<file path="src/rtl/reaction_timer_pkg.sv">
// Shared types and helpers for the F1 reaction timer.
package reaction_pkg;

  typedef enum logic [2:0] {
    IDLE   = 3'd0,
    ARMED  = 3'd1,
    TIMING = 3'd2,
    DONE   = 3'd3,
    FOUL   = 3'd4
  } reaction_state_t;

  // All-ones value of a counter of the given width.
  function automatic int unsigned sat_max(input int unsigned width);
    return (32'd1 << width) - 32'd1;
  endfunction

endpackage

</file>
<file path="src/rtl/reaction_timer_if.sv">
// Player-facing bus of the reaction timer: light/button/clear in, results out.
interface reaction_timer_if #(
  parameter int unsigned LIGHT_WIDTH = 8,
  parameter int unsigned TIME_WIDTH  = 10
);
  logic [LIGHT_WIDTH-1:0] lights_in;
  logic                   button;
  logic                   clear;
  logic [TIME_WIDTH-1:0]  time_ms;
  logic                   valid;
  logic                   jump_start;
  logic                   overflow;
  logic [TIME_WIDTH-1:0]  best_ms;

  modport master (
    output lights_in, button, clear,
    input  time_ms, valid, jump_start, overflow, best_ms
  );

  modport slave (
    input  lights_in, button, clear,
    output time_ms, valid, jump_start, overflow, best_ms
  );
endinterface

</file>
<file path="src/rtl/reaction_timer_tick_gen.sv">
// Prescaler: one-cycle tick every TICK_DIV enabled cycles, restartable.
module tick_gen #(
  parameter int unsigned TICK_DIV = 1000
) (
  input  logic clk,
  input  logic rst,
  input  logic restart,
  input  logic en,
  output logic tick
);
  localparam int unsigned    PW   = (TICK_DIV > 2) ? $clog2(TICK_DIV) : 1;
  localparam logic [PW-1:0]  LAST = PW'(TICK_DIV - 1);

  logic [PW-1:0] cnt_q;

  always_ff @(posedge clk or negedge rst) begin
    if (!rst) begin
      cnt_q <= '0;
    end else if (restart) begin
      cnt_q <= '0;
    end else if (en) begin
      cnt_q <= (cnt_q == LAST) ? '0 : cnt_q + PW'(1);
    end
  end

  assign tick = en && !restart && (cnt_q == LAST);
endmodule

</file>
<file path="src/rtl/reaction_timer.sv">
// Reaction timer: times lights-out to button press, flags jump starts.
// Optional best-time tracking enabled by defining REACTION_BEST_TIME_EN.
module reaction_timer
  import reaction_pkg::*;
#(
  parameter int unsigned LIGHT_WIDTH = 8,
  parameter int unsigned TIME_WIDTH  = 10,
  parameter int unsigned TICK_DIV    = 1000
) (
  input logic             clk,
  input logic             rst,
  reaction_timer_if.slave bus
);
  localparam logic [TIME_WIDTH-1:0]  CNT_MAX    = TIME_WIDTH'(sat_max(TIME_WIDTH));
  localparam logic [LIGHT_WIDTH-1:0] LIGHTS_OFF = '0;

  reaction_state_t        state_q;
  logic                   button_q;
  logic [TIME_WIDTH-1:0]  cnt_q;
  logic [TIME_WIDTH-1:0]  time_q;
  logic                   valid_q;
  logic                   jump_q;
  logic                   ovf_q;

  logic                   rise_c;
  logic                   lights_on_c;
  logic                   tick_c;
  logic                   hit_max_c;
  logic                   done_evt_c;
  logic [TIME_WIDTH-1:0]  cnt_next_c;

  always_comb begin
    rise_c      = bus.button & ~button_q;
    lights_on_c = (bus.lights_in != LIGHTS_OFF);
    done_evt_c  = (state_q == TIMING) && rise_c && !bus.clear;
    cnt_next_c  = cnt_q;
    hit_max_c   = 1'b0;
    // Saturating increment; flag the cycle that lands on the ceiling.
    if (tick_c && (cnt_q != CNT_MAX)) begin
      cnt_next_c = cnt_q + TIME_WIDTH'(1);
      hit_max_c  = (cnt_next_c == CNT_MAX);
    end
  end

  // Prescaler sits at zero outside TIMING, so lights-out always starts a full period.
  tick_gen #(.TICK_DIV(TICK_DIV)) u_tick_gen (
    .clk     (clk),
    .rst     (rst),
    .restart (state_q != TIMING),
    .en      (state_q == TIMING),
    .tick    (tick_c)
  );

  always_ff @(posedge clk or negedge rst) begin
    if (!rst) begin
      state_q  <= IDLE;
      button_q <= 1'b0;
      cnt_q    <= '0;
      time_q   <= '0;
      valid_q  <= 1'b0;
      jump_q   <= 1'b0;
      ovf_q    <= 1'b0;
    end else begin
      button_q <= bus.button;
      if (bus.clear) begin
        state_q <= IDLE;
        valid_q <= 1'b0;
        jump_q  <= 1'b0;
        ovf_q   <= 1'b0;
      end else begin
        case (state_q)
          IDLE: begin
            if (lights_on_c) state_q <= ARMED;
          end
          ARMED: begin
            if (rise_c) begin
              state_q <= FOUL;
              jump_q  <= 1'b1;
            end else if (!lights_on_c) begin
              state_q <= TIMING;
              cnt_q   <= '0;
              ovf_q   <= 1'b0;
            end
          end
          TIMING: begin
            cnt_q <= cnt_next_c;
            if (hit_max_c) ovf_q <= 1'b1;
            if (rise_c) begin
              state_q <= DONE;
              valid_q <= 1'b1;
              time_q  <= cnt_next_c;
            end
          end
          default: begin
          end
        endcase
      end
    end
  end

  assign bus.time_ms    = time_q;
  assign bus.valid      = valid_q;
  assign bus.jump_start = jump_q;
  assign bus.overflow   = ovf_q;

`ifdef REACTION_BEST_TIME_EN
  logic [TIME_WIDTH-1:0] best_q;

  // Only clean runs compete; a run saturating on the press cycle is excluded too.
  always_ff @(posedge clk or negedge rst) begin
    if (!rst) begin
      best_q <= CNT_MAX;
    end else if (done_evt_c && !ovf_q && !hit_max_c && (cnt_next_c < best_q)) begin
      best_q <= cnt_next_c;
    end
  end

  assign bus.best_ms = best_q;
`else
  assign bus.best_ms = CNT_MAX;
`endif
endmodule

</file>
<file path="src/flat_wrapper.sv">
// flat-port wrapper written by rule: the top's interface ports become plain ports
module reaction_timer_flat import reaction_pkg::*;
#(
  parameter int unsigned LIGHT_WIDTH = 8,
  parameter int unsigned TIME_WIDTH  = 10,
  parameter int unsigned TICK_DIV    = 1000
)
  (clk, rst, bus_lights_in, bus_button, bus_clear, bus_time_ms, bus_valid, bus_jump_start, bus_overflow, bus_best_ms);
  reaction_timer_if #(.LIGHT_WIDTH(LIGHT_WIDTH), .TIME_WIDTH(TIME_WIDTH)) bus_i ();
  input logic clk;
  input logic rst;
  input wire logic [$bits(bus_i.lights_in)-1:0] bus_lights_in;
  input wire logic [$bits(bus_i.button)-1:0] bus_button;
  input wire logic [$bits(bus_i.clear)-1:0] bus_clear;
  output wire logic [$bits(bus_i.time_ms)-1:0] bus_time_ms;
  output wire logic [$bits(bus_i.valid)-1:0] bus_valid;
  output wire logic [$bits(bus_i.jump_start)-1:0] bus_jump_start;
  output wire logic [$bits(bus_i.overflow)-1:0] bus_overflow;
  output wire logic [$bits(bus_i.best_ms)-1:0] bus_best_ms;
  assign bus_i.lights_in = bus_lights_in;
  assign bus_i.button = bus_button;
  assign bus_i.clear = bus_clear;
  assign bus_time_ms = bus_i.time_ms;
  assign bus_valid = bus_i.valid;
  assign bus_jump_start = bus_i.jump_start;
  assign bus_overflow = bus_i.overflow;
  assign bus_best_ms = bus_i.best_ms;
  reaction_timer #(.LIGHT_WIDTH(LIGHT_WIDTH), .TIME_WIDTH(TIME_WIDTH), .TICK_DIV(TICK_DIV)) u_core (.clk(clk), .rst(rst), .bus(bus_i));
endmodule
</file>
<file path="config.mk">
export PLATFORM = sky130hd
export DESIGN_NAME = reaction_timer_flat
export DESIGN_NICKNAME = d
export VERILOG_FILES = /design/src/rtl/reaction_timer_pkg.sv /design/src/rtl/reaction_timer_if.sv /design/src/rtl/reaction_timer_tick_gen.sv /design/src/rtl/reaction_timer.sv /design/src/flat_wrapper.sv
export SDC_FILE = /design/constraint.sdc
export NUM_CORES = 1
export LEC_CHECK = 0
export ABC_AREA = 0
export BUFFER_PORTS_ARGS = -buffer_cell sky130_fd_sc_hd__buf_2
export CAP_MARGIN = 20
export CORE_AREA = 2 2 62 64
export DETAILED_ROUTE_END_ITERATION = 8
export DIE_AREA = 0 0 64 66
export MAX_ROUTING_LAYER = met4
export PLACE_DENSITY = 0.82
export RECOVER_POWER = 50
export SYNTH_ARGS = -nofsm -noshare
export SYNTH_HDL_FRONTEND = slang
export SYNTH_SLANG_ARGS = --single-unit
</file>
<file path="constraint.sdc">
create_clock -name clk -period 4.3 [get_ports clk]
set_clock_uncertainty 0.2 [all_clocks]
set_input_delay 1.075 -clock clk [delete_from_list [all_inputs] [get_ports clk]]
set_output_delay 1.075 -clock clk [all_outputs]
set_load 0.01 [all_outputs]
</file>
==> impl_metrics.tcl <==
set metrics [dict create \
    status "finished, violations left" \
    violations "capacitance limit, slew limit" \
    period_minus_slack_ns 2.512 \
    pre_cts_ws_ns 1.508 \
    grt_max_degree 38 \
    drtPass1Iterations 4 \
    async_reset_ff_share_pct 100.0 \
    cts_resized 0 \
    ys_warn_count 0 \
    hold_depth 2 \
    synth-seq-cells 37 \
    fin_crit_sh_pct 58.41 \
    track_usage_pct 22.73 \
    clk_latency_ns 0.34 \
    cts.path.max_buffers 2 \
    critPathLaunchType "flop" \
    antenna_found_initial 0 \
    grt_pass1_vias 1533 \
    crit_required_ns 4.38 \
    ff2ff_path_depth 5 \
    synth_cell_type_count 51 \
    post-cts-setup-buffers 0 \
    synth_area_mm2 0.002038 \
    vdd_drop_max_uv 163.5 \
    synthTopCellsByArea "dfrtp_1 (45%), nor2_1 (4.8%), nand2_1 (4.4%), xnor2_1 (4.3%), buf_4 (3.7%)" \
    final_nets 255 \
    vias 1634 \
    die_area_mm2 0.004224 \
    synth_top_area_share_pct 45.43 \
    fin_setup_tns_ns 0 \
    cts_inserted_buffers 5 \
    root_buffer "clkbuf_4" \
    layout_setup_ws_ns 1.788 \
    dp_hpwl_um 2954 \
    slew_headroom_pct -24.67 \
    synth_area_leader_cell "dfrtp_1" \
    rrSetupSlack_ns 1.79 \
    ys.flop_type "dfrtp_1" \
    drtAntennaViolNets 0 \
    hold_path_class "reg2reg" \
    synth_area_per_cell_um2 9.350 \
    rsz0062_at_grt "no" \
    postSynthCellCount 218 \
    overflow 0 \
    fillers 319 \
    power_density_mw_per_mm2 258.4 \
    core_area_mm2 0.003551 \
    crit_fanout 12 \
    syn_to_final_growth_pct 7.673 \
    drc 0 \
    mostFrequentLayoutCell "dfrtp_1" \
    hold_violations 0 \
    drive_above_1_share_pct 15.83 \
    clk_pin_slew_worst_paths_ns 0.11 \
    cp-end-kind "flop" \
    leakagePower_nw 0.9825 \
    layout.cells.non_filler 288 \
    cts_hold_buf 0 \
    avgRoutedWirePerCell_um 14.10 \
    critical_path_class "reg2reg" \
    clock-sinks 37 \
    port_buffers 24 \
    wirelength_um 4062 \
    setup_violations 0 \
    drt_iter0_drc 122 \
    dp.cells 281 \
    fp-row-count 22 \
    synth-edff-count 0 \
    antenna_cells 0 \
    grt_pass1_wl_um 7148 \
    viasPerCell 5.674 \
    tightest_slew_ns 1.870 \
    maxSlewViolCount 38 \
    fmax_mhz 398.1 \
    die_y_um 66 \
    h-tree-depth 2 \
    arrival_ns 2.59 \
    die_w_um 64 \
    cap_violations 1 \
    final_cell_mix "dfrtp_1 (37), nor2_1 (26), nand2_1 (24)" \
    gp_congestion 0.9173 \
    boundaryPins 35 \
    holdWs_ns 0.2835 \
    synth-seq-area-share_pct 45.43 \
    tritoncts "done" \
    initial_core_util_pct 57.40 \
]
## Yosys cell counts, types with 2 or more instances
master / number
a21oi_1: 5
nor4_1: 5
o211ai_1: 2
nand3_1: 9
dfrtp_1: 37
nand2b_1: 2
nor3_1: 5
nor2_1: 26
buf_4: 10
o21ai_0: 10
mux2i_1: 2
clkbuf_1: 3
o311ai_0: 3
nand2_1: 24
and4_1: 2
ha_1: 3
xor2_1: 6
xnor2_1: 10
and2_1: 3
and3_1: 3
a22oi_1: 2
nand4_1: 5
inv_1: 5
buf_2: 3
a31oi_1: 5
a21o_1: 3
## critical path, stage by stage, from the launching register on
cell and delay [ns]:
dfrtp_1 0.47, nor3b_2 0.44, and4_1 0.42, nand2b_1 0.30, or4_1 0.50, nand3_1 0.11
## final timing paths
path / from / to
max: u_core.state_q[2] / u_core.cnt_q[2]
min: u_core.bus.time_ms[7] / u_core.bus.time_ms[7]
max reg2reg: u_core.state_q[2] / u_core.cnt_q[2]
min reg2reg: u_core.bus.time_ms[7] / u_core.bus.time_ms[7]
max in group asynchronous: rst / u_core.cnt_q[9]
min in group asynchronous: rst / u_core.bus.overflow
## power breakdown
part / internal (mW) / switching [mW]
registers: 0.351 / 0.00334
clock network: 0.0772 / 0.107
logic: 0.00964 / 0.0193
## metal layers
layer	vias to the layer above	track usage, %	routed length (um)
li1	796	-	-
met5	-	-	0
met1	772	29.61	1881
met4	0	9.239	66
met2	59	34.11	1855
met3	7	5.792	258
## cell families after synthesis
| group | Yosys count | synth area share [%] |
|---|---|---|
| fa+ha+maj | 3 | 1.842 |
| simple gates | 98 | 25.42 |
| buf+inv | 23 | 6.322 |
| flops | 37 | 45.43 |
| other cells | 1 | 0.1840 |
| compound gates | 37 | 12.40 |
| mux | 3 | 1.535 |
| xor+xnor | 16 | 6.875 |
## metrics by stage
stage | utilization (%) | area [um2] | total power, mW
2_1_floorplan | - | 2072 | 0.3812
3_3_place_gp | 60.32 | 2142 | 0.3896
3_5_place_dp | 60.32 | 2142 | 0.3907
4_1_cts | 61.87 | 2197 | 0.5747
5_1_grt | 61.80 | 2195 | 0.5966
6_report | 61.80 | 2195 | 0.5671
## registers in the layout, summed over array words and instances, names as in the netlist
name and flops:
u_core.bus.overflow 1, u_core.bus.jump_start 1, u_core.cnt_q 10, u_core.u_tick_gen.cnt_q 10, u_core.button_q 1, u_core.bus.valid 1
u_core.bus.time_ms 10, u_core.state_q 3
## layout make-up
class	count	area [um2]	area share, %
multi-input combinational	167	1017	46.35
tap	48	60.06	2.737
timing repair buffer	24	117.6	5.359
sequential	37	925.9	42.19
clock buffer	7	55.05	2.509
inverter	5	18.77	0.8552
No activity file was read; power rests on OpenSTA's default activity.
